--- src/rtl/bist_ctrl_9x2.sv ---
// Self-test wrapper: LFSR stimulus generator plus MISR response compactor for 9-in/2-out cores.
// Latency: one pattern per cycle; done rises NUM_PATS edges after the start edge.
// Backpressure: none; start is honoured only in IDLE or DONE and ignored while running.
module bist_ctrl_9x2 #(
  parameter int unsigned NUM_PATS  = 511,
  parameter logic [8:0]  LFSR_SEED = 9'h001,
  parameter logic [15:0] MISR_SEED = 16'h0000
) (
  input  logic        clk,
  input  logic        rst_n,
  input  logic        start,
  output logic [8:0]  pat_out,
  output logic        pat_valid,
  input  logic [1:0]  rsp_in,
  output logic [15:0] signature,
  output logic [8:0]  pat_count,
  output logic        busy,
  output logic        done
);

  typedef enum logic [1:0] {
    S_IDLE = 2'd0,
    S_RUN  = 2'd1,
    S_DONE = 2'd2
  } state_e;

  // pat_count value seen before the final compaction edge
  localparam logic [8:0] LAST_CNT = 9'(NUM_PATS - 1);

  state_e      state_q, state_d;
  logic [8:0]  pat_q, pat_d;
  logic [15:0] sig_q, sig_d;
  logic [8:0]  cnt_q, cnt_d;

  logic [8:0]  lfsr_nxt;
  logic [15:0] misr_nxt;
  logic        last_pat;

  // LFSR x^9+x^5+1 and MISR x^16+x^12+x^5+1 one-step next values
  always_comb begin
    lfsr_nxt = {pat_q[7:0], pat_q[8] ^ pat_q[4]};
    misr_nxt = ({sig_q[14:0], 1'b0} ^ (sig_q[15] ? 16'h1021 : 16'h0000)) ^ {14'b0, rsp_in};
    last_pat = (cnt_q == LAST_CNT);
  end

  // State register
  always_ff @(posedge clk or negedge rst_n) begin
    if (!rst_n) begin
      state_q <= S_IDLE;
    end else begin
      state_q <= state_d;
    end
  end

  // Next-state logic: start only acts outside RUN, RUN ends on the last compaction
  always_comb begin
    state_d = state_q;
    case (state_q)
      S_IDLE:  if (start) state_d = S_RUN;
      S_RUN:   if (last_pat) state_d = S_DONE;
      S_DONE:  if (start) state_d = S_RUN;
      default: state_d = S_IDLE;
    endcase
  end

  // Datapath registers: pattern, signature, count
  always_ff @(posedge clk or negedge rst_n) begin
    if (!rst_n) begin
      pat_q <= 9'h000;
      sig_q <= 16'h0000;
      cnt_q <= 9'h000;
    end else begin
      pat_q <= pat_d;
      sig_q <= sig_d;
      cnt_q <= cnt_d;
    end
  end

  // Datapath next values; rsp_in is only consumed in RUN so X elsewhere cannot leak in
  always_comb begin
    pat_d = pat_q;
    sig_d = sig_q;
    cnt_d = cnt_q;
    case (state_q)
      S_IDLE, S_DONE: begin
        if (start) begin
          pat_d = LFSR_SEED;
          sig_d = MISR_SEED;
          cnt_d = 9'h000;
        end
      end
      S_RUN: begin
        sig_d = misr_nxt;
        cnt_d = cnt_q + 9'd1;
        // on the last edge the final live pattern is held for DONE
        if (!last_pat) pat_d = lfsr_nxt;
      end
      default: begin
        pat_d = pat_q;
      end
    endcase
  end

  // Output decode from state and datapath registers
  always_comb begin
    pat_out   = pat_q;
    signature = sig_q;
    pat_count = cnt_q;
    pat_valid = (state_q == S_RUN);
    busy      = (state_q == S_RUN);
    done      = (state_q == S_DONE);
  end

endmodule

--- config.mk ---
export PLATFORM = sky130hd
export DESIGN_NAME = bist_ctrl_9x2
export DESIGN_NICKNAME = d
export VERILOG_FILES = /design/src/rtl/bist_ctrl_9x2.sv
export SDC_FILE = /design/constraint.sdc
export NUM_CORES = 1
export LEC_CHECK = 0
export BUFFER_PORTS_ARGS = -buffer_cell sky130_fd_sc_hd__buf_2
export CAP_MARGIN = 5
export CORE_MARGIN = 10
export CORE_UTILIZATION = 45
export CTS_CLUSTER_SIZE = 40
export DETAILED_ROUTE_END_ITERATION = 16
export MAX_ROUTING_LAYER = met4
export PLACE_DENSITY = 0.66
export SLEW_MARGIN = 10
export SYNTH_ARGS = -nofsm -noshare
export SYNTH_HDL_FRONTEND = slang
export SYNTH_SLANG_ARGS = --single-unit
export TNS_END_PERCENT = 1
--- constraint.sdc ---
create_clock -name clk -period 3.82 [get_ports clk]
set_input_delay 1.146 -clock clk [delete_from_list [all_inputs] [get_ports clk]]
set_output_delay 1.146 -clock clk [all_outputs]
set_load 0.01 [all_outputs]
==> results.yml, run 1 <==
outcome:
  status: "completed"
global_route:
  met1_usage: 0.142
  use_met3: 0.0512
  grt_usage: 0.122
  met2_usage: 0.182
  grt-ovfl-total: 0
  antenna_found_initial: 0
  grt_pass1_wl_mm: 6.04
  busiest_layer: "met2"
  grt_max_degree: 37
  grt_pass1_vias: 1268
cells_and_area:
  layout-drive-gt1-share: 0.314
  finish.utilization: 0.551
  diodes: 0
  syn2layout_area_growth_pct: 16.0
  final_nets: 181
cts:
  postCtsSetupRepairBufs: 0
  clkTransAtPathRegs_ns: 0.11
  htreeDepth: 2
  cts_resized: 0
  postCtsHoldBufs: 0
  clk_latency_ns: 0.33
  cts_buffer_depth: 2
  clock_sinks: 36
  cts_buffers: 5
  cts_root_buf: "clkbuf_4"
  cts_tree: "yes"
floorplanning:
  dieHeight_microns: 80.1
  io_pins: 42
  rows: 21
  start_util: 0.475
  die_area_sq_um: 6410
  core_area_sq_um: 3420
  die_w_microns: 80.1
yosys:
  ys_types: 31
  netlist.top_cell.by_area: "dfrtp_1"
  yosysMostFrequentCell: "dfrtp_1"
  ys.flop_type: "dfrtp_1"
  synth_edf_count: 0
  synth.top_cell.area_share: 0.555
  synthCells: 133
  ys_warn_count: 0
  synth_area_per_cell_sq_um: 12.2
  synth_area_leaders: "dfrtp_1 (56%), a22o_1 (8.6%), mux2i_1 (6.8%), nand2_1 (3.5%), mux2_4 (2.8%)"
  syn-num-nets: 140
  synth_commonest_cells: "dfrtp_1 (36), a22o_1 (16), nand2_1 (15)"
  synth-seq-cells: 36
  ys_seq_area_frac: 0.555
  async_flop_share: 1.00
  synthesis.area_sq_um: 1620
routing:
  drc: 0
  dr.pass1.iters: 4
  wl_mm: 3.46
  wl_per_cell_microns: 15.7
  final_antenna_net_count: 0
  route.vias.total: 1143
  drt_iter0_markers: 74
  routed_via_density: 5.17
sta:
  fin_crit_ns: 2.61
  period_share: 0.684
  setup_viol: 0
  tightest_slew_ns: 1.11
  drv_slew: 0
  relSlewSlack: 0.257
  fin_tns_setup_ns: 0
  hold_violations: 0
  timing.fmax_mhz: 383
  skew_ns: 0.0131
  rsz0062_at_grt: "no"
power_and_ir_drop:
  cellPowerDensity_nw_per_um2: 539
  ir_drop_mv: 0.359
  p_leak_nw: 0.944
critical_path:
  cpLargestDelayFamily: "buffers and inverters"
  crit_path_end_kind: "primary output"
  critPathArrivalTime_ns: 1.47
  crit_buf_inv: 2
  critPathRequiredTime_ns: 2.67
  path_max_fanout: 21
  crit_path_max_incr_delay_ns: 0.42
  crit_type: "reg2out"
  path_cells: "nand2b_4, inv_2, buf_2"
  worst_setup_path_start_kind: "flip-flop"
  crit_slowest_cell: "dfrtp_1"
run:
  maxCapViolations: 0
placement:
  hpwl_mm: 2.51
  io_buffers: 41
  gp_congestion: 0.743
hold_path:
  hold_path_class: "reg2reg"
==> worst register-to-register path, cell delays in order (launching register included) <==
cell and delay (ns):
dfrtp_1 0.48, inv_1 0.09, ha_1 0.14, nand4_1 0.11, o21ai_1 0.88, mux2_4 0.35
==> per-stage QoR <==
step,instance area (sq um),hold WS (ns),setup slack (ns),power [mW],instances
2_1_floorplan,1620,0.527,1.65,0.688,133
3_3_place_gp,1820,0.503,1.61,0.814,213
3_5_place_dp,1820,0.511,1.58,0.821,213
4_1_cts,1880,0.535,1.18,1.03,221
5_1_grt,1880,0.561,1.11,1.09,221
6_report,1880,0.530,1.21,1.01,221
==> layout make-up <==
| type | count | area [sq um] |
|---|---|---|
| clock buffers | 8 | 58.8 |
| fillers | 330 | 1530 |
| inverters | 8 | 30.0 |
| multi-input cells | 82 | 631 |
| flip-flops and latches | 36 | 901 |
| well taps | 46 | 57.6 |
| repair buffers | 41 | 205 |
==> flip-flops by register name, indices dropped and copies added, names as in the netlist <==
register and flops:
pat_out 9, pat_count 9, state_q 2, signature 16
==> layout by cell type, fill, tap and decap left out <==
cell	Yosys	layout
clkbuf_4	0	5
clkbuf_8	0	1
nand3b_1	1	1
nand2_1	15	15
and2b_1	1	1
a31oi_1	1	1
and4_2	1	1
nand4_1	3	3
inv_1	7	7
mux2i_1	11	11
xor2_1	4	4
clkbuf_1	0	2
o21ai_1	1	1
a22o_1	16	16
nor3_1	1	1
nor2_8	1	1
mux2_4	3	3
inv_2	1	1
xnor2_1	1	1
a21o_1	1	1
o2bb2ai_1	1	1
and2b_4	1	1
and4b_1	2	2
ha_1	2	2
nand2b_1	1	1
dfrtp_1	36	36
nor2_1	4	4
nand3_1	5	5
a41oi_1	1	1
buf_2	1	41
nand2b_4	1	1
o21ai_0	3	3
==> path summary, 6_finish.rpt <==
kind | slack [ns] | startpoint | to | depth (start not counted)
max in group asynchronous | 2.44 | rst_n | signature[3] | 1
hold reg to reg | 0.53 | pat_count[8] | pat_count[8] | 1
setup reg to reg | 1.67 | pat_count[0] | pat_out[6] | 5
hold / removal | 0.53 | pat_count[8] | pat_count[8] | 1
setup / recovery | 1.21 | state_q[1] | busy | 3
min in group asynchronous | 0.89 | rst_n | pat_count[4] | 1
==> power by group <==
part	switching, mW	internal [mW]
sequential	0.0805	0.469
clock	0.117	0.0909
combinational	0.117	0.140
total	0.314	0.700
==> cell families (layout without fill, tap and decap cells) <==
| logic type | Yosys count | in the layout | synth area share |
|---|---|---|---|
| simple gates | 37 | 37 | 0.133 |
| flops | 36 | 36 | 0.555 |
| compound gates | 24 | 24 | 0.118 |
| buf+inv | 15 | 57 | 0.0563 |
| mux | 14 | 14 | 0.0956 |
| xor+xnor | 5 | 5 | 0.0270 |
| fa+ha+maj | 2 | 2 | 0.0154 |
==> layer usage <==
| metal | routed length, microns | up-vias | part of all wire |
|---|---|---|---|
| li1 | - | 551 | - |
| met1 | 1600 | 554 | 0.46 |
| met2 | 1600 | 32 | 0.46 |
| met3 | 219 | 6 | 0.063 |
| met4 | 41 | 0 | 0.012 |
| met5 | 0 | - | 0 |
(Power assumes the default switching activity.)
==> inputs of run 2 (changes only) <==
Settings changed: PLACE_DENSITY 0.66 to 0.68.
Clock period 3.82 ns to 2.3 ns, I/O delays scaled along.
==> run 2 against run 1 <==
Cell count is 0.90% higher. Largest cell class unchanged. Critical path depth unchanged. Final area grew 1.9%. Count of clock-buffer cells in the layout fell by 3. Global-route usage is 0.43 points higher. Die area stayed put. Non-clock buffer count up 2. Wire length up 0.58%. Highest routed layer unchanged. Largest power group unchanged. Worst setup slack got worse by 0.90 ns. Via count rose by 1.1%. Clock skew about the same.
==> results.yml, run 2 (synthesis results as in run 1) <==
cts:
  postCtsSetupRepairBufs: 0
  cts_root_buf: "clkbuf_4"
  cts_resized: 0
  cts_buffers: 5
  postCtsHoldBufs: 0
  clkTransAtPathRegs_ns: 0.12
  cts_buffer_depth: 2
  htreeDepth: 2
  cts_tree: "yes"
  clk_latency_ns: 0.35
  clock_sinks: 36
cells_and_area:
  final_common_cell: "buf_2"
  finish.utilization: 0.562
  diodes: 0
  final_area_sq_um: 1920
  fillers: 313
  largest_reg_flops: 16
  multi_input_area_sq_um: 631
  layout-drive-gt1-share: 0.333
  final_nets: 183
  final_cell_mix: "buf_2 (41), dfrtp_1 (36), a22o_1 (16), nand2_1 (15), mux2i_1 (11)"
  regArea_sq_um: 901
  syn2layout_area_growth_pct: 18.3
placement:
  dp_slack_ns: 0.688
  gp_congestion: 0.778
  hpwl_mm: 2.56
  place_area_sq_um: 1840
  io_buffers: 41
floorplanning:
  die_area_sq_um: 6410
  die_w_microns: 80.1
  start_util: 0.475
  rows: 21
  core_area_sq_um: 3420
  dieHeight_microns: 80.1
  io_pins: 42
routing:
  wl_per_cell_microns: 15.6
  drt_iter0_markers: 53
  routed_via_density: 5.18
  final_antenna_net_count: 0
  wl_mm: 3.48
  route.vias.total: 1156
  drc: 0
  dr.pass1.iters: 4
critical_path:
  critPathArrivalTime_ns: 1.30
  regToRegEndpoint: "pat_out[6]"
  reg2regPathDepth: 6
  regToRegStartpoint: "pat_count[0]"
  critPathRequiredTime_ns: 1.61
  path_max_fanout: 12
  crit_path_end_kind: "primary output"
  r2r_slack_ns: 0.67
  crit_type: "reg2out"
  worst_setup_path_start_kind: "flip-flop"
global_route:
  grt_max_degree: 37
  grt_pass1_vias: 1230
  grt-ovfl-total: 0
  antenna_found_initial: 0
  grt_pass1_wl_mm: 6.09
  grt_usage: 0.126
sta:
  tightest_slew_ns: 0.763
  drv_slew: 0
  fin_tns_setup_ns: 0
  setup_slack_ns: 0.306
  period_share: 0.867
  relSlewSlack: 0.491
  skew_ns: 0.0127
  hold_violations: 0
  setup_viol: 0
  timing.hold.ws_ns: 0.400
  rsz0062_at_grt: "no"
  fin_crit_ns: 1.99
  timing.fmax_mhz: 501
hold_path:
  hold_path_class: "in2async"
outcome:
  status: "completed"
power_and_ir_drop:
  p_leak_nw: 0.962
  cellPowerDensity_nw_per_um2: 935
  ir_drop_mv: 0.762
run:
  maxCapViolations: 0
## run 2: cell count changes in the layout (fill, tap and decap cells not counted)
cell / previous run / this run
buf_4: 0 / 2
bufinv_16: 0 / 1
clkbuf_1: 2 / 0
clkbuf_8: 1 / 0
clkinv_2: 0 / 1
clkinvlp_4: 0 / 1
## run 2: per-layer routing
metal	track usage	vias up	part of all wire	routed length, microns
li1	-	554	-	-
met1	0.150	567	0.46	1610
met2	0.184	30	0.46	1620
met3	0.0546	5	0.059	207
met4	0.0475	0	0.013	44
met5	-	-	0	0
## run 2: power by group
group	internal [mW]	switching [mW]
Clock	0.227	0.221
Combinational	0.233	0.206
Sequential	0.778	0.130
## run 2: worst max-delay path by stage
stage,startpoint,endpoint,slack [ns]
floorplan,state_q[1],pat_valid,0.58
detailed placement,start,pat_out[2],0.69
global route,state_q[1],pat_valid,0.20
finish,state_q[1],busy,0.31
CTS,state_q[1],pat_valid,0.29
global placement,start,pat_count[6],0.72
## run 2: layout make-up
class	instances	share of cell area
multi-input cells	82	0.329
repair buffers	43	0.115
clock buffers	5	0.0196
well taps	46	0.0300
clock inverters	3	0.0222
inverters	8	0.0156
flip-flops and latches	36	0.469
## run 2: per-stage QoR
step           cells  power (mW)
5_1_grt          223        1.91
6_report         223        1.79
3_5_place_dp     215        1.37
4_1_cts          223        1.81
3_3_place_gp     215        1.35
2_1_floorplan    133        1.14
## run 2: worst max-delay path, cell delays in order (launching register included)
cell	delay [ns]
dfrtp_1	0.42
nand2b_4	0.18
inv_2	0.18
buf_2	0.17
==> inputs of run 3 (changes only) <==
Settings changed: ABC_AREA from default to 1, TNS_END_PERCENT 1 to 30.
==> run 3 against run 2 <==
Register-to-register slack improved by 0.21 ns. Wire length increased by 3.8%. First-iteration DRC count increased by 7.5%. Final area increased by 4.0%. Die area increased by 1.2%. Synthesized cell count increased by 41%. Global-route usage decreased by 0.46 points. Utilization increased by 1.8 points. Clock skew decreased by 0.0079 ns. Critical path type unchanged. Critical endpoint unchanged. Largest power group unchanged. Highest routed layer unchanged.
==> results.yml, run 3 <==
outcome:
  status: "completed"
power_and_ir_drop:
  ir_drop_mv: 0.650
  p_clk_frac: 0.201
  seqPwrFrac: 0.430
  cellPowerDensity_nw_per_um2: 1330
  power.total_mw: 2.66
  p_int_mw: 1.64
  p_sw_mw: 1.01
  combinationalPowerShare: 0.369
  p_sw_frac: 0.381
  p_leak_nw: 1.09
cells_and_area:
  syn2layout_area_growth_pct: 21.1
  largest_reg_flops: 16
  finish.utilization: 0.580
  diodes: 0
  fin_cells: 279
  layout-drive-gt1-share: 0.258
  final_cell_mix: "buf_2 (41), nand2_1 (39), dfrtp_1 (36), inv_1 (28), nand3_1 (26)"
  final_common_cell: "buf_2"
  final_nets: 239
sta:
  skew_ns: 0.00476
  timing.fmax_mhz: 540
  fin_tns_setup_ns: 0
  period_share: 0.805
  drv_slew: 0
  fin_crit_ns: 1.85
  setup_viol: 0
  timing.hold.ws_ns: 0.434
  hold_violations: 0
  tightest_slew_ns: 0.454
  relSlewSlack: 0.697
  rsz0062_at_grt: "no"
routing:
  wl_mm: 3.61
  routed_via_density: 4.86
  final_antenna_net_count: 0
  dr.pass1.iters: 4
  drt_iter0_markers: 57
  drc: 0
  wl_per_cell_microns: 13.0
  route.vias.total: 1355
cts:
  cts_buffers: 5
  cts_tree: "yes"
  postCtsSetupRepairBufs: 0
  clkTransAtPathRegs_ns: 0.07
  clock_sinks: 36
  htreeDepth: 2
  cts_resized: 0
  clk_latency_ns: 0.28
  postCtsHoldBufs: 0
  cts_root_buf: "clkbuf_8"
  cts_buffer_depth: 2
critical_path:
  worst_setup_path_start_kind: "flip-flop"
  crit_type: "reg2out"
  path_max_fanout: 19
  crit_buf_inv: 3
  reg2regPathDepth: 6
  path_cells: "inv_1, nand2_2, inv_4, buf_2"
  critPathRequiredTime_ns: 1.61
  regToRegEndpoint: "pat_count[1]"
  crit_slowest_cell: "dfrtp_1"
  cpLargestDelayFamily: "buffers and inverters"
  r2r_slack_ns: 0.88
  critPathArrivalTime_ns: 1.16
  crit_path_max_incr_delay_ns: 0.36
  crit_path_end_kind: "primary output"
  regToRegStartpoint: "state_q[0]"
yosys:
  yosysMostFrequentCell: "nand2_1"
  ys_warn_count: 0
  synth.top_cell.area_share: 0.546
  synthesis.area_sq_um: 1650
  synth_compound_area_frac: 0.103
  synth_top_family_by_area: "simple AND/OR/NAND/NOR gates"
  ys_types: 18
  post_synth_xor_area_fraction: 0
  synth_mux_area_frac: 0
  synth_area_leaders: "dfrtp_1 (55%), nand2_1 (8.9%), nand3_1 (7.9%), inv_1 (6.4%), o22ai_1 (4.6%)"
  synth-seq-cells: 36
  syn-num-nets: 195
  netlist.top_cell.by_area: "dfrtp_1"
  async_flop_share: 1.00
  synth_edf_count: 0
  synth_area_per_cell_sq_um: 8.77
  synth_commonest_cells: "nand2_1 (39), dfrtp_1 (36), inv_1 (28)"
  synthCells: 188
  ys_seq_area_frac: 0.546
  ys.flop_type: "dfrtp_1"
  yosys.area_share.simple: 0.245
  synth_fa_ha_area_frac: 0.0152
placement:
  gp_congestion: 0.780
  hpwl_mm: 2.56
  io_buffers: 41
  place_inst: 271
global_route:
  grt_pass1_vias: 1290
  antenna_found_initial: 0
  grt_max_degree: 37
  grt-ovfl-total: 0
  grt_usage: 0.121
  grt_pass1_wl_mm: 6.05
floorplanning:
  io_pins: 42
  start_util: 0.479
  dieHeight_microns: 80.5
  rows: 21
  die_area_sq_um: 6490
  die_w_microns: 80.5
  core_area_sq_um: 3440
hold_path:
  hold_path_class: "in2async"
run:
  maxCapViolations: 0
[run 3: cell types whose count changed after synthesis, sizes merged, moves of 5 or more]
cell	before	now
nand3	5	26
o21ai	4	14
a21oi	0	5
inv	8	29
nand2	15	46
a22o	16	0
mux2i	11	0
nor2	5	10
o22ai	0	12
[run 3: how the worst max path moves through the flow]
stage | start | end | cells past startpoint
3_5_place_dp | start | pat_count[1] | 6
2_1_floorplan | state_q[1] | pat_valid | 5
5_1_grt | state_q[1] | busy | 4
4_1_cts | state_q[1] | pat_valid | 4
6_report | state_q[1] | busy | 4
3_3_place_gp | start | pat_count[2] | 6
[run 3: per-layer routing]
metal / GRT usage / routed length, microns / vias up
met5: - / 0 / -
met4: 0.0634 / 55 / 0
met3: 0.0356 / 185 / 6
met2: 0.178 / 1680 / 24
met1: 0.146 / 1690 / 629
li1: - / - / 696
[run 3: stage by stage]
stage	area (sq um)	worst slack, ns
after CTS	2000	0.431
after global routing	2000	0.391
after floorplan	1650	0.693
after global placement	1890	0.570
after detailed placement	1890	0.536
final	2000	0.447
[run 3: kinds of logic (layout without fill, tap and decap cells)]
kind of cell    after synthesis  in the layout
buf+inv                      35             80
fa+ha+maj                     2              2
flops                        36             36
simple gates                 84             84
compound gates               31             31
[run 3: power groups by stage]
stage	Combinational [mW]	Clock, mW	Sequential (mW)
6_report	0.981	0.534	1.14
5_1_grt	1.12	0.574	1.19
3_5_place_dp	1.00	0	1.16
2_1_floorplan	0.462	0	1.26
4_1_cts	1.01	0.553	1.15
3_3_place_gp	0.995	0	1.15
[run 3: layout make-up]
class	instances	area [sq um]
fill	325	1450
sequential	36	901
multi-input combinational	117	599
tap	46	57.6
clock buffer	6	72.6
clock inverter	2	35.0
timing repair buffer	43	220
inverter	29	111
